$ cat src/rtl/minterm_sweep_ctrl_pkg.sv
// Shared definitions for the minterm sweep controller: FSM state encoding,
// the size of the sweep and the fixed per-minterm phase lengths.
package minterm_sweep_ctrl_pkg;

    typedef enum logic [2:0] {
        IDLE,
        CLR,
        TOG,
        SETTLE,
        SAMPLE,
        DONE
    } state_e;

    localparam int N_MINTERMS    = 16;
    localparam int CLR_CYCLES    = 1;
    localparam int TOG_CYCLES    = 1;
    localparam int SAMPLE_CYCLES = 1;

    // Cycles spent on one minterm for a given settle count.
    function automatic int minterm_period(input int hold);
        return CLR_CYCLES + TOG_CYCLES + SAMPLE_CYCLES + hold;
    endfunction

endpackage

$ cat src/rtl/settle_timer.sv
// Settle down-counter: loaded once per minterm, decremented while counting,
// and reports when it has reached zero.
module settle_timer #(
    parameter int W = 4
) (
    input  logic         clk,
    input  logic         clear,
    input  logic         load,
    input  logic [W-1:0] load_val,
    input  logic         count,
    output logic         zero
);

    logic [W-1:0] cnt_q;
    logic [W-1:0] cnt_d;

    // Next count: a load wins over counting, and the counter stops at zero.
    always_comb begin
        cnt_d = cnt_q;
        if (load) begin
            cnt_d = load_val;
        end else if (count && (cnt_q != '0)) begin
            cnt_d = cnt_q - W'(1);
        end
    end

    // Count register with synchronous active-low clear.
    always_ff @(posedge clk) begin
        if (!clear) begin
            cnt_q <= '0;
        end else begin
            cnt_q <= cnt_d;
        end
    end

    assign zero = (cnt_q == '0);

endmodule

$ cat src/rtl/minterm_sweep_ctrl.sv
// Minterm sweep controller: walks all 16 input combinations of a function
// under test, drives a T flip-flop with the function result for each one,
// and records the flip-flop output and any disagreement with the function.
// All outputs come from registers so f_in and q_in never reach an output
// combinationally; ff_t is registered from f_in while the minterm is already
// stable during CLR.
module minterm_sweep_ctrl
    import minterm_sweep_ctrl_pkg::*;
#(
    parameter int HOLD_W = 4
) (
    input  logic              clk,
    input  logic              clear,
    input  logic              start,
    input  logic              abort,
    input  logic [HOLD_W-1:0] hold_cycles,
    input  logic              f_in,
    input  logic              q_in,
    output logic [3:0]        minterm,
    output logic              ff_clr,
    output logic              ff_t,
    output logic              busy,
    output logic              done,
    output logic [15:0]       truth,
    output logic [4:0]        mism_cnt
);

    localparam logic [3:0] LAST_MINTERM = 4'(N_MINTERMS - 1);
    localparam logic [4:0] MISM_MAX     = 5'(N_MINTERMS);

    state_e             state_q, state_d;
    logic [3:0]         minterm_q, minterm_d;
    logic [15:0]        truth_q, truth_d;
    logic [4:0]         mism_q, mism_d;
    logic               f_lat_q, f_lat_d;
    logic [HOLD_W-1:0]  hold_q, hold_d;
    logic               ff_t_q, ff_t_d;
    logic               tmr_load;
    logic               tmr_count;
    logic               tmr_zero;

    settle_timer #(
        .W(HOLD_W)
    ) u_settle_timer (
        .clk      (clk),
        .clear    (clear),
        .load     (tmr_load),
        .load_val (hold_q - HOLD_W'(1)),
        .count    (tmr_count),
        .zero     (tmr_zero)
    );

    // Next-state and datapath updates; abort overrides every non-IDLE move.
    always_comb begin
        state_d   = state_q;
        minterm_d = minterm_q;
        truth_d   = truth_q;
        mism_d    = mism_q;
        f_lat_d   = f_lat_q;
        hold_d    = hold_q;
        tmr_load  = 1'b0;
        tmr_count = 1'b0;

        case (state_q)
            IDLE: begin
                if (start) begin
                    state_d   = CLR;
                    minterm_d = '0;
                    truth_d   = '0;
                    mism_d    = '0;
                    hold_d    = hold_cycles;
                end
            end
            CLR: begin
                state_d = TOG;
            end
            TOG: begin
                f_lat_d = f_in;
                if (hold_q == '0) begin
                    state_d = SAMPLE;
                end else begin
                    state_d  = SETTLE;
                    tmr_load = 1'b1;
                end
            end
            SETTLE: begin
                if (tmr_zero) begin
                    state_d = SAMPLE;
                end else begin
                    tmr_count = 1'b1;
                end
            end
            SAMPLE: begin
                truth_d[minterm_q] = q_in;
                if ((q_in != f_lat_q) && (mism_q != MISM_MAX)) begin
                    mism_d = mism_q + 5'd1;
                end
                if (minterm_q == LAST_MINTERM) begin
                    state_d = DONE;
                end else begin
                    minterm_d = minterm_q + 4'd1;
                    state_d   = CLR;
                end
            end
            DONE: begin
                state_d = IDLE;
            end
            default: begin
                state_d = IDLE;
            end
        endcase

        if ((state_q != IDLE) && abort) begin
            state_d   = IDLE;
            minterm_d = minterm_q;
            truth_d   = truth_q;
            mism_d    = mism_q;
            f_lat_d   = f_lat_q;
            tmr_load  = 1'b0;
            tmr_count = 1'b0;
        end

        ff_t_d = (state_d == TOG) ? f_in : 1'b0;
    end

    // State and datapath registers with synchronous active-low clear.
    always_ff @(posedge clk) begin
        if (!clear) begin
            state_q   <= IDLE;
            minterm_q <= '0;
            truth_q   <= '0;
            mism_q    <= '0;
            f_lat_q   <= 1'b0;
            hold_q    <= '0;
            ff_t_q    <= 1'b0;
        end else begin
            state_q   <= state_d;
            minterm_q <= minterm_d;
            truth_q   <= truth_d;
            mism_q    <= mism_d;
            f_lat_q   <= f_lat_d;
            hold_q    <= hold_d;
            ff_t_q    <= ff_t_d;
        end
    end

    assign minterm  = minterm_q;
    assign truth    = truth_q;
    assign mism_cnt = mism_q;
    assign ff_t     = ff_t_q;
    assign ff_clr   = (state_q == CLR);
    assign busy     = (state_q != IDLE);
    assign done     = (state_q == DONE);

endmodule

$ cat config.mk
export PLATFORM = sky130hd
export DESIGN_NAME = minterm_sweep_ctrl
export DESIGN_NICKNAME = d
export VERILOG_FILES = /design/src/rtl/minterm_sweep_ctrl_pkg.sv /design/src/rtl/settle_timer.sv /design/src/rtl/minterm_sweep_ctrl.sv
export SDC_FILE = /design/constraint.sdc
export NUM_CORES = 1
export LEC_CHECK = 0
export ABC_AREA = 1
export CORE_UTILIZATION = 51
export CTS_BUF_LIST = sky130_fd_sc_hd__clkbuf_16
export DETAILED_ROUTE_END_ITERATION = 6
export HOLD_SLACK_MARGIN = 0.05
export PLACE_DENSITY = 0.84
export SETUP_SLACK_MARGIN = 0.5
export SLEW_MARGIN = 20
export SYNTH_ARGS = -nofsm -noshare
export SYNTH_HDL_FRONTEND = slang
export SYNTH_SLANG_ARGS = --single-unit
$ cat constraint.sdc
create_clock -name clk -period 1.9 [get_ports clk]
set_input_delay 0.38 -clock clk [delete_from_list [all_inputs] [get_ports clk]]
set_output_delay 0.38 -clock clk [all_outputs]
set_load 0.01 [all_outputs]
==> impl_metrics.csv <==
group,metric,value,unit
status,status,"complete, no violations",
min_path,worst_hold_path.num_cells,2,
layout,drive_gt1_frac,0.382,
floorplanning,rows,22,
global_route,grt_max_degree,20,
clock_network,root_buffer,"clkbuf_16",
critical_path,crit_chain,"nor2_4 > nand2_4 > nand2_4 > nand3_4 > nand2_4 > nand2_4 > ha_4 > nand3b_1 > nand3_1 > nand2_1 > inv_1",
critical_path,r2r_slack,0.21,ns
global_route,track_usage,0.344,
layout,num_antenna_cells,0,
global_route,grt_util_met3,0.104,
sta,finalHoldViolCount,0,
clock_network,clock_latency,0.29,ns
critical_path,arrival,1.92,ns
synthesis,syn_inst,283,
sta,fin_crit,1.69,ns
synthesis,synth_top_cell_by_area,"dfxtp_1",
clock_network,clockBufferDepth,2,
synthesis,yosysUniqueCellTypes,30,
power_and_ir_drop,power_frac_seq,0.329,
synthesis,synth_top_family_by_area,"simple AND/OR/NAND/NOR gates",
routing,drtPass1Iterations,5,
synthesis,synth_compound_area_frac,0.183,
critical_path,r2r-end,"u_settle_timer.cnt_q[2]",
synthesis,synth.most_common_cell,"nand2_1",
synthesis,async_flop_share,0,
sta,maxSlewViolCount,0,
global_route,grt_busiest_layer,"met2",
sta,setup_viol,0,
synthesis,syn_nets,300,
clock_network,htree_levels,2,
place,hpwlAfterDp,3340,µm
critical_path,start_kind,"register",
clock_network,cts_tree,"done",
power_and_ir_drop,combPwrFrac,0.361,
global_route,use_met2,0.554,
sta,worstMarginPinSlew,0.437,ns
synthesis,synthFlopType,"dfxtp_1",
synthesis,synth_xor_xnor_area_share,0.0131,
place,port_buffers,38,
place,routabilityCongestion,0.834,
layout,syn_to_final_growth,61.6,%
global_route,grt_first_pass_wirelength,10600,µm
routing,wl_per_cell,20.5,µm
clock_network,cts_made_buffers,5,
power_and_ir_drop,vdd_drop_max,0.832,mV
global_route,grt_pass1_vias,2273,
critical_path,reg2reg_depth,11,
synthesis,synth_area,2000,µm²
floorplanning,start_util,0.538,
synthesis,synth_seq_cells,38,
power_and_ir_drop,intPower,1.77,mW
clock_network,cts_hold_repair.buffers,0,
power_and_ir_drop,netSwitchingFraction,0.330,
critical_path,critPathRequiredTime,2.13,ns
critical_path,timing.critical_path.buf_inv,1,
power_and_ir_drop,net-switching-power,0.873,mW
global_route,grtUsageMet1,0.388,
routing,drt-initial-drc-count,343,
critical_path,r2r_start,"state_q[0]",
min_path,holdCritStartpoint,"truth[15]",
min_path,worstHoldPathType,"register to register",
routing,antenna_left,0,
critical_path,cp-end-kind,"register",
routing,vias,2525,
floorplanning,die_w,64.6,µm
layout,nNetsFinal,375,
sta,rsz0062_at_grt,"true",
synthesis,synth_mux_area_frac,0,
synthesis,yosysSeqAreaShare,0.380,
critical_path,crit_top_cell,"nand2_4",
synthesis,synth_area_leaders,"dfxtp_1 38%, nand2_1 13%, a21oi_1 7.8%",
global_route,antenna_found_initial,0,
routing,viasPerCell,6.20,
layout,finalInstanceArea,3230,µm²
critical_path,slowest_delay,0.37,ns
clock_network,cts.sinks,38,
synthesis,synth_top_area_share,0.380,
critical_path,slowest_stage,"dfxtp_4",
place,place_area,2460,µm²
synthesis,synth-simple-area-share,0.285,
power_and_ir_drop,cellLeakagePower,1.43,nW
sta,max_freq,591,MHz
power_and_ir_drop,power.total,2.64,mW
global_route,gr-total-overflow,0,
job,maxCapViolCount,0,
critical_path,critical_path.top_delay_family,"simple AND/OR/NAND/NOR gates",
critical_path,path_class,"register to register",
power_and_ir_drop,power_frac_clock,0.309,
min_path,holdPathEnd,"truth[15]",
routing,drc,0,
synthesis,yosys_warnings,0,
sta,slew_headroom,0.706,
synthesis,synth_edf_count,0,
floorplanning,die-area,4180,µm²
sta,skew,0.00977,ns
sta,min_period_over_period,0.890,
floorplanning,pin_count,39,
floorplanning,core-area,3720,µm²
critical_path,cp_max_fo,5,
synthesis,synth_area_per_cell,7.07,µm²
floorplanning,chipHeight,64.6,µm
clock_network,cts.clk_slew.worst_paths,0.06,ns
routing,routed_wl,8330,µm
synthesis,synthAdderAreaFrac,0.0438,
synthesis,yosys-top-cells-count,"68 x nand2_1, 38 x dfxtp_1, 33 x inv_1, 31 x a21oi_1, 28 x nor2_1",
power_and_ir_drop,powerDensity,818,nW/µm²
[per-stage QoR]
step                      TNS (ns)  setup WS, ns  hold WS (ns)  std cells   util
after floorplan                  0         0.498         0.444        283      -
after global placement           0        0.0606         0.452        366  0.663
after detailed placement   -0.0288       -0.0288         0.455        366  0.663
after CTS                        0         0.334         0.454        393  0.804
after global routing             0         0.177         0.477        407  0.869
final                            0         0.208         0.462        407  0.869
[tightest hold or removal path, stage by stage (launching register included)]
cell and delay [ns]:
dfxtp_1 0.31, nand2_1 0.06, a21oi_1 0.05
[flip-flops by register name, summed over array words and instances, names as in the netlist]
name / count
mism_cnt: 5
truth: 16
hold_q: 4
u_settle_timer.cnt_q: 4
minterm: 4
ff_t: 1
state_q: 3
f_lat_q: 1
[worst max-delay path by stage]
stage / cells past startpoint / startpoint / end
detailed placement: 10 / abort / u_settle_timer.cnt_q[2]
finish: 11 / state_q[0] / u_settle_timer.cnt_q[2]
floorplan: 11 / state_q[0] / u_settle_timer.cnt_q[2]
global route: 11 / state_q[2] / u_settle_timer.cnt_q[2]
CTS: 3 / state_q[0] / ff_clr
global placement: 10 / abort / u_settle_timer.cnt_q[2]
[cell families (layout without fill, tap and decap cells)]
group	Yosys count	in the layout
simple gates	130	130
xor+xnor	3	3
compound gates	61	61
flops	38	38
buf+inv	44	120
fa+ha+maj	7	7
[repair_timing]
action                                  in CTS  in global routing
pin swaps                                   33                 35
setup buffers                               15                 14
gates cloned                                 4                  0
endpoints found under the setup margin      59                 36
resized for setup                          104                 49
[power by group through the flow]
stage / logic (mW) / clock network [mW] / registers, mW
floorplan: 0.332 / 0 / 0.876
global placement: 0.427 / 0 / 0.877
detailed placement: 0.442 / 0 / 0.879
CTS: 0.731 / 0.782 / 0.862
global route: 0.990 / 0.848 / 0.873
finish: 0.955 / 0.817 / 0.871
[cell usage in the layout, fill, tap and decap left out, drive strengths merged, types with 6 or more instances in the layout]
cell type and count:
nand2 72, buf 40, dfxtp 38, inv 37
a21oi 31, nor2 30, dlygate4sd2 28, o21ai 25
nand3 17, ha 7, clkdlybuf4s50 6
[final cells by class]
class / instances / area (µm²)
Multi-Input combinational cell: 201 / 1320
Sequential cell: 38 / 782
Timing Repair Buffer: 75 / 766
Fill cell: 163 / 485
Inverter: 36 / 153
Clock buffer: 5 / 125
Tap cell: 48 / 60.1
Clock inverter: 3 / 12.5
Timing Repair inverter: 1 / 8.76
[metal layers]
layer  up-vias  wire length, µm
li1       1073                -
met1      1202             3200
met2       193             3890
met3        57              741
met4         0              506
met5         -                0
No activity file was read; power rests on OpenSTA's default activity.
==> patch (same settings) <==
Put a register stage on the outputs `ff_clr`, `busy` and `done`. The values now appear one clock later. The other outputs are not delayed to match.
--- a/src/rtl/minterm_sweep_ctrl.sv
+++ b/src/rtl/minterm_sweep_ctrl.sv
@@ -148,9 +148,11 @@
     assign truth    = truth_q;
     assign mism_cnt = mism_q;
     assign ff_t     = ff_t_q;
-    assign ff_clr   = (state_q == CLR);
-    assign busy     = (state_q != IDLE);
-    assign done     = (state_q == DONE);
+    always_ff @(posedge clk) begin
+        ff_clr <= (state_q == CLR);
+        busy   <= (state_q != IDLE);
+        done   <= (state_q == DONE);
+    end
 
 endmodule
 
Function: changed (Yosys sat finds a counterexample within 4 cycles, from zero or initial values).
==> patch against the unedited design <==
Cell area is 4.5% lower. Sequential share of layout area is 3.1 points higher. First-iteration DRC count is 42% lower. Sequential cell count is 3 higher. Combinational power is 26% lower. Final cell count is 2.0% lower. Area after synthesis is 3.0% higher. Total power is 7.8% lower. Setup slack better by 100 ps. Clock power is 2.8% lower. Hold slack worse by 1.5 ps. Critical path depth is 1 lower. Routed wire length is 18% lower. Largest power group is now sequential cells.
==> patch: results (changes against the unedited design) <==
vias in the first global route 2024 (was 2273); drt wl/cell 17.1 um (was 20.5 um); dpl ws -1.45 ps (was -28.8 ps); # fillers 216 (was 163); hpwl dp 3.23 mm (was 3.34 mm); Antenna Cells 0 (unchanged); Final nets 368 (was 375); Final GP Congestion 0.848 (was 0.834); fin worst setup slack 311 ps (was 208 ps); routed vias 2328 (was 2525); worst skew pair latency 290 ps (about the same); Synth area leaders dfxtp_1, nand2_1, a21oi_1, inv_1, nor2_1 (unchanged); status complete, no violations (unchanged); yosys warns 0 (unchanged); CP arrival 1810 ps (was 1920 ps); first-pass GRT wire length 9.54 mm (was 10.6 mm); Pre-antenna DRT Iters 5 (unchanged); Slew @ Worst Pin 381 ps (was 437 ps); port bufs 38 (unchanged); Syn Nets 303 (was 300); ys async rst share 0% (unchanged); CTS Buffer Depth 2 (unchanged); max incr delay on CP 370 ps (about the same); GRT Util Overall 29.7% (was 34.4%); Max IR drop VDD 716 uV (was 832 uV); crit path max fanout 8 (was 5); Final Skew 7.47 ps (was 9.77 ps); H-tree depth 2 (unchanged); initial antenna violation count 0 (unchanged); register area share after synthesis 39.9% (was 38.0%); post-synth cell types 30 (unchanged); CP top delay family simple AND/OR/NAND/NOR gates (unchanged); CTS buffer count 5 (unchanged); drt initial violations 200 (was 343); path category of the worst min-delay check reg2reg (unchanged); LEAKAGE 1.38 nW (was 1.43 nW); Commonest cells post-synth nand2_1, dfxtp_1, inv_1 (unchanged); Worst-path clk slew 60 ps (about the same); share of post-route cells with drive strength above 1 31.6% (was 38.2%)
-- patch: metal layers --
| layer | up-vias | share of wire (%) | GRT usage, % |
|---|---|---|---|
| li1 | 1067 | - | - |
| met1 | 1055 | 40 | 35.9 |
| met2 | 164 | 47 | 49.2 |
| met3 | 42 | 8.5 | 8.51 |
| met4 | 0 | 4.3 | 12.0 |
| met5 | - | 0 | 0 |
-- patch: what timing repair did --
action / in CTS / in global routing
setup endpoints to repair: 58 / 33
cloned: 2 / 0
setup buffers: 13 / 6
pin swaps: 19 / 17
gates resized for setup: 72 / 51
-- patch: cell families (layout without fill, tap and decap cells) --
logic type,after synthesis,count (layout),share of synthesized area [%]
and+or+nand+nor,130,130,27.7
AOI/OAI and AO/OA,61,61,17.7
DFF,41,41,39.9
adders and majority gates,7,7,4.25
xor gates and xnor gates,3,3,1.28
buffers and inverters,44,109,9.17
-- patch: worst paths after layout --
check,startpoint,endpoint,slack [ps],cells past startpoint
max,state_q[0],truth[14],310,10
min,truth[15],truth[15],460,2
max reg2reg,state_q[0],truth[14],310,10
min reg2reg,truth[15],truth[15],460,2
-- patch: cell type report --
cell class                 instances  area [sq um]  share of cell area (%)
clock buffer                       5           125                    4.06
timing repair buffer              65           607                    19.7
clock inverter                     2          7.51                   0.243
inverter                          36           163                    5.27
multi-input combinational        201          1270                    41.1
tap                               48          60.1                    1.95
sequential                        41           843                    27.3
timing repair inverter             1          11.3                   0.365
-- patch: tightest hold or removal path, cell delays in order (launching register included) --
cell,delay [ps]
dfxtp_1,300
nand2_1,60
a21oi_1,50
-- patch: through the flow --
stage               std cells  area (sq um)  hold WS [ps]  power (mW)
floorplan                 286          2090           444        1.28
global placement          371          2530           453        1.37
detailed placement        371          2530           455        1.39
CTS                       393          2870           461        2.29
global route              399          3090           486        2.52
finish                    399          3090           461        2.44
-- patch: power by group --
part           internal (mW)  switching (mW)  total, mW
combinational          0.309           0.397      0.706
clock                  0.470           0.324      0.794
sequential             0.905          0.0331      0.939
